===== config.mk =====
export PLATFORM = sky130hd
export DESIGN_NAME = shift_reg_seq_flat
export DESIGN_NICKNAME = d
export VERILOG_FILES = /design/src/rtl/shift_reg_seq_if.sv /design/src/rtl/shift_reg_seq.sv /design/src/flat_wrapper.sv
export SDC_FILE = /design/constraint.sdc
export NUM_CORES = 1
export LEC_CHECK = 0
export ABC_AREA = 1
export CAP_MARGIN = 20
export CORE_ASPECT_RATIO = 1.5
export CORE_MARGIN = 2
export CORE_UTILIZATION = 45
export DETAILED_ROUTE_END_ITERATION = 7
export PLACE_DENSITY = 0.76
export RECOVER_POWER = 25
export SYNTH_ARGS = -nofsm -noshare
export SYNTH_HDL_FRONTEND = slang
export SYNTH_SLANG_ARGS = --single-unit
export TNS_END_PERCENT = 20

===== constraint.sdc =====
create_clock -name clk -period 2.06 [get_ports clk]
set_input_delay 0.412 -clock clk [delete_from_list [all_inputs] [get_ports clk]]
set_output_delay 0.412 -clock clk [all_outputs]
set_load 0.05 [all_outputs]

===== src/rtl/shift_reg_seq_if.sv =====
// Producer/datapath bundle for the shift-register sequencer: the frame handshake
// on the producer side and the op/parallel-load/strobe outputs toward the datapath.
interface shift_reg_seq_if #(
  parameter int WIDTH = 8
);
  localparam int LW = $clog2(WIDTH + 1);

  logic             in_valid;
  logic             in_ready;
  logic [WIDTH-1:0] in_data;
  logic             in_dir;
  logic [LW-1:0]    in_len;
  logic             abort;
  logic [1:0]       Op;
  logic [WIDTH-1:0] Pin;
  logic             bit_valid;
  logic             busy;
  logic             done;
  logic [7:0]       frame_cnt;

  modport master (
    output in_valid, in_data, in_dir, in_len, abort,
    input  in_ready, Op, Pin, bit_valid, busy, done, frame_cnt
  );

  modport slave (
    input  in_valid, in_data, in_dir, in_len, abort,
    output in_ready, Op, Pin, bit_valid, busy, done, frame_cnt
  );
endinterface


===== src/rtl/shift_reg_seq.sv =====
// Frame sequencer for an 8-bit universal shift register: load a word, shift it out
// with a per-bit sample strobe, then hold for GAP cycles before accepting the next.
module shift_reg_seq #(
  parameter int WIDTH = 8,
  parameter int GAP   = 2
) (
  input  logic           clk,
  input  logic           reset,
  shift_reg_seq_if.slave bus
);
  localparam int LW = $clog2(WIDTH + 1);

  localparam logic [1:0] OP_HOLD  = 2'b00;
  localparam logic [1:0] OP_UP    = 2'b01;
  localparam logic [1:0] OP_DOWN  = 2'b10;
  localparam logic [1:0] OP_LOAD  = 2'b11;

  localparam logic [LW-1:0] LEN_MAX   = LW'(WIDTH);
  localparam logic [3:0]    GAP_CYCLES = 4'(GAP);

  typedef enum logic [1:0] {
    S_IDLE  = 2'd0,
    S_LOAD  = 2'd1,
    S_SHIFT = 2'd2,
    S_GAP   = 2'd3
  } state_t;

  // With no gap configured the frame tail goes straight back to IDLE.
  localparam state_t S_TAIL = (GAP == 0) ? S_IDLE : S_GAP;

  state_t           r_state;
  logic [1:0]       r_op;
  logic [WIDTH-1:0] r_pin;
  logic             r_bit_valid;
  logic             r_done;
  logic [7:0]       r_frame_cnt;
  logic             r_dir;
  logic [LW-1:0]    r_bit_cnt;
  logic [3:0]       r_gap_cnt;

  state_t           w_state_next;
  logic [1:0]       w_op_next;
  logic [WIDTH-1:0] w_pin_next;
  logic             w_bit_valid_next;
  logic             w_done_next;
  logic [7:0]       w_frame_cnt_next;
  logic             w_dir_next;
  logic [LW-1:0]    w_bit_cnt_next;
  logic [3:0]       w_gap_cnt_next;
  logic [LW-1:0]    w_len_clamped;
  logic             w_accept;

  assign w_accept      = bus.in_valid && (r_state == S_IDLE);
  assign w_len_clamped = ((bus.in_len == '0) || (bus.in_len > LEN_MAX)) ? LEN_MAX : bus.in_len;

  always_comb begin
    w_state_next     = r_state;
    w_pin_next       = r_pin;
    w_dir_next       = r_dir;
    w_bit_cnt_next   = r_bit_cnt;
    w_gap_cnt_next   = r_gap_cnt;
    w_done_next      = 1'b0;
    w_frame_cnt_next = r_frame_cnt;

    case (r_state)
      S_IDLE: begin
        if (w_accept) begin
          w_state_next   = S_LOAD;
          w_pin_next     = bus.in_data;
          w_dir_next     = bus.in_dir;
          w_bit_cnt_next = w_len_clamped;
        end
      end
      S_LOAD: begin
        if (bus.abort) begin
          w_state_next   = S_TAIL;
          w_gap_cnt_next = GAP_CYCLES;
        end else begin
          w_state_next   = S_SHIFT;
        end
      end
      S_SHIFT: begin
        w_bit_cnt_next = r_bit_cnt - LW'(1);
        // Abort beats completion even on the final bit.
        if (bus.abort) begin
          w_state_next   = S_TAIL;
          w_gap_cnt_next = GAP_CYCLES;
        end else if (r_bit_cnt == LW'(1)) begin
          w_state_next     = S_TAIL;
          w_gap_cnt_next   = GAP_CYCLES;
          w_done_next      = 1'b1;
          w_frame_cnt_next = r_frame_cnt + 8'd1;
        end
      end
      S_GAP: begin
        w_gap_cnt_next = r_gap_cnt - 4'd1;
        if (r_gap_cnt <= 4'd1) begin
          w_state_next = S_IDLE;
        end
      end
      default: begin
        w_state_next = S_IDLE;
      end
    endcase
  end

  // Op and the strobe are decoded from the next state so they are registered
  // outputs that line up with the state they describe.
  always_comb begin
    w_op_next        = OP_HOLD;
    w_bit_valid_next = 1'b0;
    case (w_state_next)
      S_LOAD:  w_op_next = OP_LOAD;
      S_SHIFT: begin
        w_op_next        = w_dir_next ? OP_UP : OP_DOWN;
        w_bit_valid_next = 1'b1;
      end
      default: w_op_next = OP_HOLD;
    endcase
  end

  always_ff @(posedge clk or posedge reset) begin
    if (reset) begin
      r_state     <= S_IDLE;
      r_op        <= OP_HOLD;
      r_pin       <= '0;
      r_bit_valid <= 1'b0;
      r_done      <= 1'b0;
      r_frame_cnt <= 8'd0;
      r_dir       <= 1'b0;
      r_bit_cnt   <= '0;
      r_gap_cnt   <= 4'd0;
    end else begin
      r_state     <= w_state_next;
      r_op        <= w_op_next;
      r_pin       <= w_pin_next;
      r_bit_valid <= w_bit_valid_next;
      r_done      <= w_done_next;
      r_frame_cnt <= w_frame_cnt_next;
      r_dir       <= w_dir_next;
      r_bit_cnt   <= w_bit_cnt_next;
      r_gap_cnt   <= w_gap_cnt_next;
    end
  end

  assign bus.in_ready  = (r_state == S_IDLE);
  assign bus.busy      = (r_state != S_IDLE);
  assign bus.Op        = r_op;
  assign bus.Pin       = r_pin;
  assign bus.bit_valid = r_bit_valid;
  assign bus.done      = r_done;
  assign bus.frame_cnt = r_frame_cnt;
endmodule


===== src/flat_wrapper.sv =====
// flat-port wrapper written by rule: the top's interface ports become plain ports
module shift_reg_seq_flat 
#(
  parameter int WIDTH = 8,
  parameter int GAP   = 2
)
  (clk, reset, bus_in_valid, bus_in_data, bus_in_dir, bus_in_len, bus_abort, bus_in_ready, bus_Op, bus_Pin, bus_bit_valid, bus_busy, bus_done, bus_frame_cnt);
  shift_reg_seq_if #(.WIDTH(WIDTH)) bus_i ();
  input  logic clk;
  input  logic reset;
  input wire logic [$bits(bus_i.in_valid)-1:0] bus_in_valid;
  input wire logic [$bits(bus_i.in_data)-1:0] bus_in_data;
  input wire logic [$bits(bus_i.in_dir)-1:0] bus_in_dir;
  input wire logic [$bits(bus_i.in_len)-1:0] bus_in_len;
  input wire logic [$bits(bus_i.abort)-1:0] bus_abort;
  output wire logic [$bits(bus_i.in_ready)-1:0] bus_in_ready;
  output wire logic [$bits(bus_i.Op)-1:0] bus_Op;
  output wire logic [$bits(bus_i.Pin)-1:0] bus_Pin;
  output wire logic [$bits(bus_i.bit_valid)-1:0] bus_bit_valid;
  output wire logic [$bits(bus_i.busy)-1:0] bus_busy;
  output wire logic [$bits(bus_i.done)-1:0] bus_done;
  output wire logic [$bits(bus_i.frame_cnt)-1:0] bus_frame_cnt;
  assign bus_i.in_valid = bus_in_valid;
  assign bus_i.in_data = bus_in_data;
  assign bus_i.in_dir = bus_in_dir;
  assign bus_i.in_len = bus_in_len;
  assign bus_i.abort = bus_abort;
  assign bus_in_ready = bus_i.in_ready;
  assign bus_Op = bus_i.Op;
  assign bus_Pin = bus_i.Pin;
  assign bus_bit_valid = bus_i.bit_valid;
  assign bus_busy = bus_i.busy;
  assign bus_done = bus_i.done;
  assign bus_frame_cnt = bus_i.frame_cnt;
  shift_reg_seq #(.WIDTH(WIDTH), .GAP(GAP)) u_core (.clk(clk), .reset(reset), .bus(bus_i));
endmodule

==> metrics.txt <==
status finished clean; Worst Skew 0.002400 ns; syn avg cell area approximately 8 sq um; total power ~3000 uW; Synth top area share 47.99%; sw frac 45.22%; PD cells 1433 nW/um^2; width of the die about 53 um; max-cap violations 0; Routed WL 3253 um; worst skew pair latency 0.29 ns; worst hold-check path type flop to flop; logic gate share of total power about half; Seq/Total Area, Yosys a little under half; CP Launch Type flop; clk sinks 31; Diodes inserted 0; FF-to-FF End u_core.bus.Op[0]; crit path DAT 1.57 ns; Die ar. between 4000 and 5000 sq um; fmax around 0.50 GHz; post-synth cell types 23; largest net degree at the start of global routing 32; Crit. End Element output port; post-route minimum period 1.982 ns; Slowest-stage cell, CP clkdlybuf4s50_1; reg2reg start u_core.r_bit_cnt[1]; synth warn 0; cells on worst reg2reg path 9; row cnt 26; Post-DP HPWL between 2000 and 2500 um; top cells by area, synth dfrtp_1 48%, nand2_1 20%, ha_1 5.4%, inv_1 5.3%, nand3_1 4.6%; total CTS buffers 5; Worst Tran Pin Value 0.7748 ns; placed instance area 2048 sq um; Worst Setup SP u_core.bus.frame_cnt[3]; DRT Pass-1 Iters 4; Crit path depth 1; global-route wire length before repair 5713 um; Root Buffer clkbuf_8; Core ar. 3416 sq um; Slew headroom 48.35%; global route overflow 0; period utilisation layout 96.23%; crit path buf inv count 1; cell family with most CP delay buffers and inverters; RSZ-0062 raised after global routing no; hold_buf cts 0; vias in the first global route 1371; DRC 0; Final Slew Violations 0; Hold WS 0.4851 ns; CP Cell Sequence clkdlybuf4s50_1; synthesized flop and latch total 31; Pint 1685 uW; post-synthesis cell count 204; Clock power frac 17.3%; CP Capture Point bus_frame_cnt[3]; Final Hold Viols 0; Fill cells 308; # IOs 39; CTS tree yes; DRT iter0 DRCs 11; die height 77.41 um; Lkg Pwr between 0.001 and 0.0015 uW; R2R Setup Slk 0.33 ns; Setup Buffers After CTS 0; Required @ worst endpoint 1.65 ns; I/O Buffers 38; maximum VDD drop 1.118 mV; Placer Congestion 0.7886; wire per inst 11.10 um; initial cell density of the core 47.33%; vias per cell 4.826; Yosys top cell by area dfrtp_1; CTS max path bufs 2; total track usage 18.54%; Final Cell Area 2146 sq um; antenna violations before repair 0; Psw 1391 uW; routed vias 1414; Area Growth Syn to Fin 32.74%; Crit Path Class flop to output port; post-route ant nets 0; layout cells sized above 1 9.562%; biggest cell delay along the critical path 0.84 ns; Critical Path Fanout Max 6; post-CTS sizing 0; # H-tree levels 2; final net count roughly 270; CTS clock-pin slew for the worst setup and hold paths approximately 0.06 ns; cell area after synthesis 1617 sq um; Flop pwr share 32.5%; post-synth net total roughly 230; setup violators final 0; setup TNS 0 ns
[cell type report]
cell class	instances	area [sq um]	share of cell area, %
multi-input combinational	144	715.7	33.35
clock buffer	8	100.1	4.665
sequential	31	775.7	36.15
tap	42	52.55	2.449
timing repair buffer	41	395.4	18.43
inverter	27	106.4	4.956
[routing by layer]
metal  vias up  global-route usage [%]  wire length [um]  share of wire [%]
li1        725                       -                 -                  -
met1       642                   20.20              1345                 41
met4         0                   8.462                61                1.9
met3         6                   5.769               189                5.8
met2        41                   31.62              1655                 51
met5         -                       0                 0                  0
[flip-flops by register name (all words and copies together), names as in the netlist]
signal	cells
u_core.bus.Pin	8
u_core.bus.Op	2
u_core.r_bit_cnt	4
u_core.bus.done	1
u_core.r_dir	1
u_core.bus.frame_cnt	8
u_core.r_gap_cnt	4
u_core.r_state	2
u_core.bus.bit_valid	1
[per-stage QoR]
stage,instances,worst slack (ns),utilization [%]
floorplan,204,0.3534,-
global placement,285,0.2136,59.96
detailed placement,285,0.1582,59.96
CTS,293,0.06913,62.89
global route,293,0.04220,62.82
finish,293,0.07774,62.82
[how the worst min path moves through the flow]
| stage | to | depth (start not counted) | from |
|---|---|---|---|
| 4_1_cts | u_core.r_gap_cnt[1] | 2 | u_core.r_gap_cnt[1] |
| 3_5_place_dp | u_core.bus.Pin[3] | 2 | u_core.bus.Pin[3] |
| 3_3_place_gp | u_core.r_gap_cnt[1] | 2 | u_core.r_gap_cnt[1] |
| 6_report | u_core.bus.Pin[6] | 2 | u_core.bus.Pin[6] |
| 2_1_floorplan | u_core.r_gap_cnt[1] | 2 | u_core.r_gap_cnt[1] |
| 5_1_grt | u_core.bus.Pin[1] | 2 | u_core.bus.Pin[1] |
[layout by cell type, fill, tap and decap left out, drive strengths merged]
master	netlist	layout
or2	1	1
nand2	89	89
buf	2	4
o211ai	2	2
clkbuf	0	9
o21bai	1	1
xnor2	3	3
dlygate4sd3	0	1
clkdlybuf4s50	0	35
nor2	10	10
o21ai	5	5
dfrtp	31	31
nand3	15	15
inv	27	27
nand4	5	5
a21oi	3	3
xor2	2	2
nand3b	1	1
ha	7	7
[power by group through the flow]
stage / Clock, uW / Sequential, uW / Combinational (uW)
floorplan: 0 / 1420 / 690
global placement: 0 / 1010 / 1520
detailed placement: 0 / 1010 / 1560
CTS: 548 / 1000 / 1560
global route: 564 / 1030 / 1710
finish: 534 / 1000 / 1540
[logic make-up (layout without fill, tap and decap cells)]
group	count (synthesis)	after routing	synth area share, %
and+or+nand+nor	121	121	32.28
adders and majority gates	7	7	5.418
AOI/OAI and AO/OA	11	11	3.869
buffers and inverters	29	76	7.740
DFF	31	31	47.99
xor gates and xnor gates	5	5	2.709
[cells in the mapped netlist]
library cell	count
nand2_1	85
dfrtp_1	31
inv_1	23
nand3_1	15
nor2_1	8
ha_1	7
nand2_2	4
nand4_1	4
a21oi_1	3
o21ai_0	3
xnor2_1	3
inv_2	2
inv_4	2
nor2_2	2
o211ai_1	2
o21ai_1	2
xor2_1	2
buf_4	1
buf_6	1
nand3b_1	1
nand4_4	1
o21bai_1	1
or2_2	1
Power figures use the tool's default switching activity.
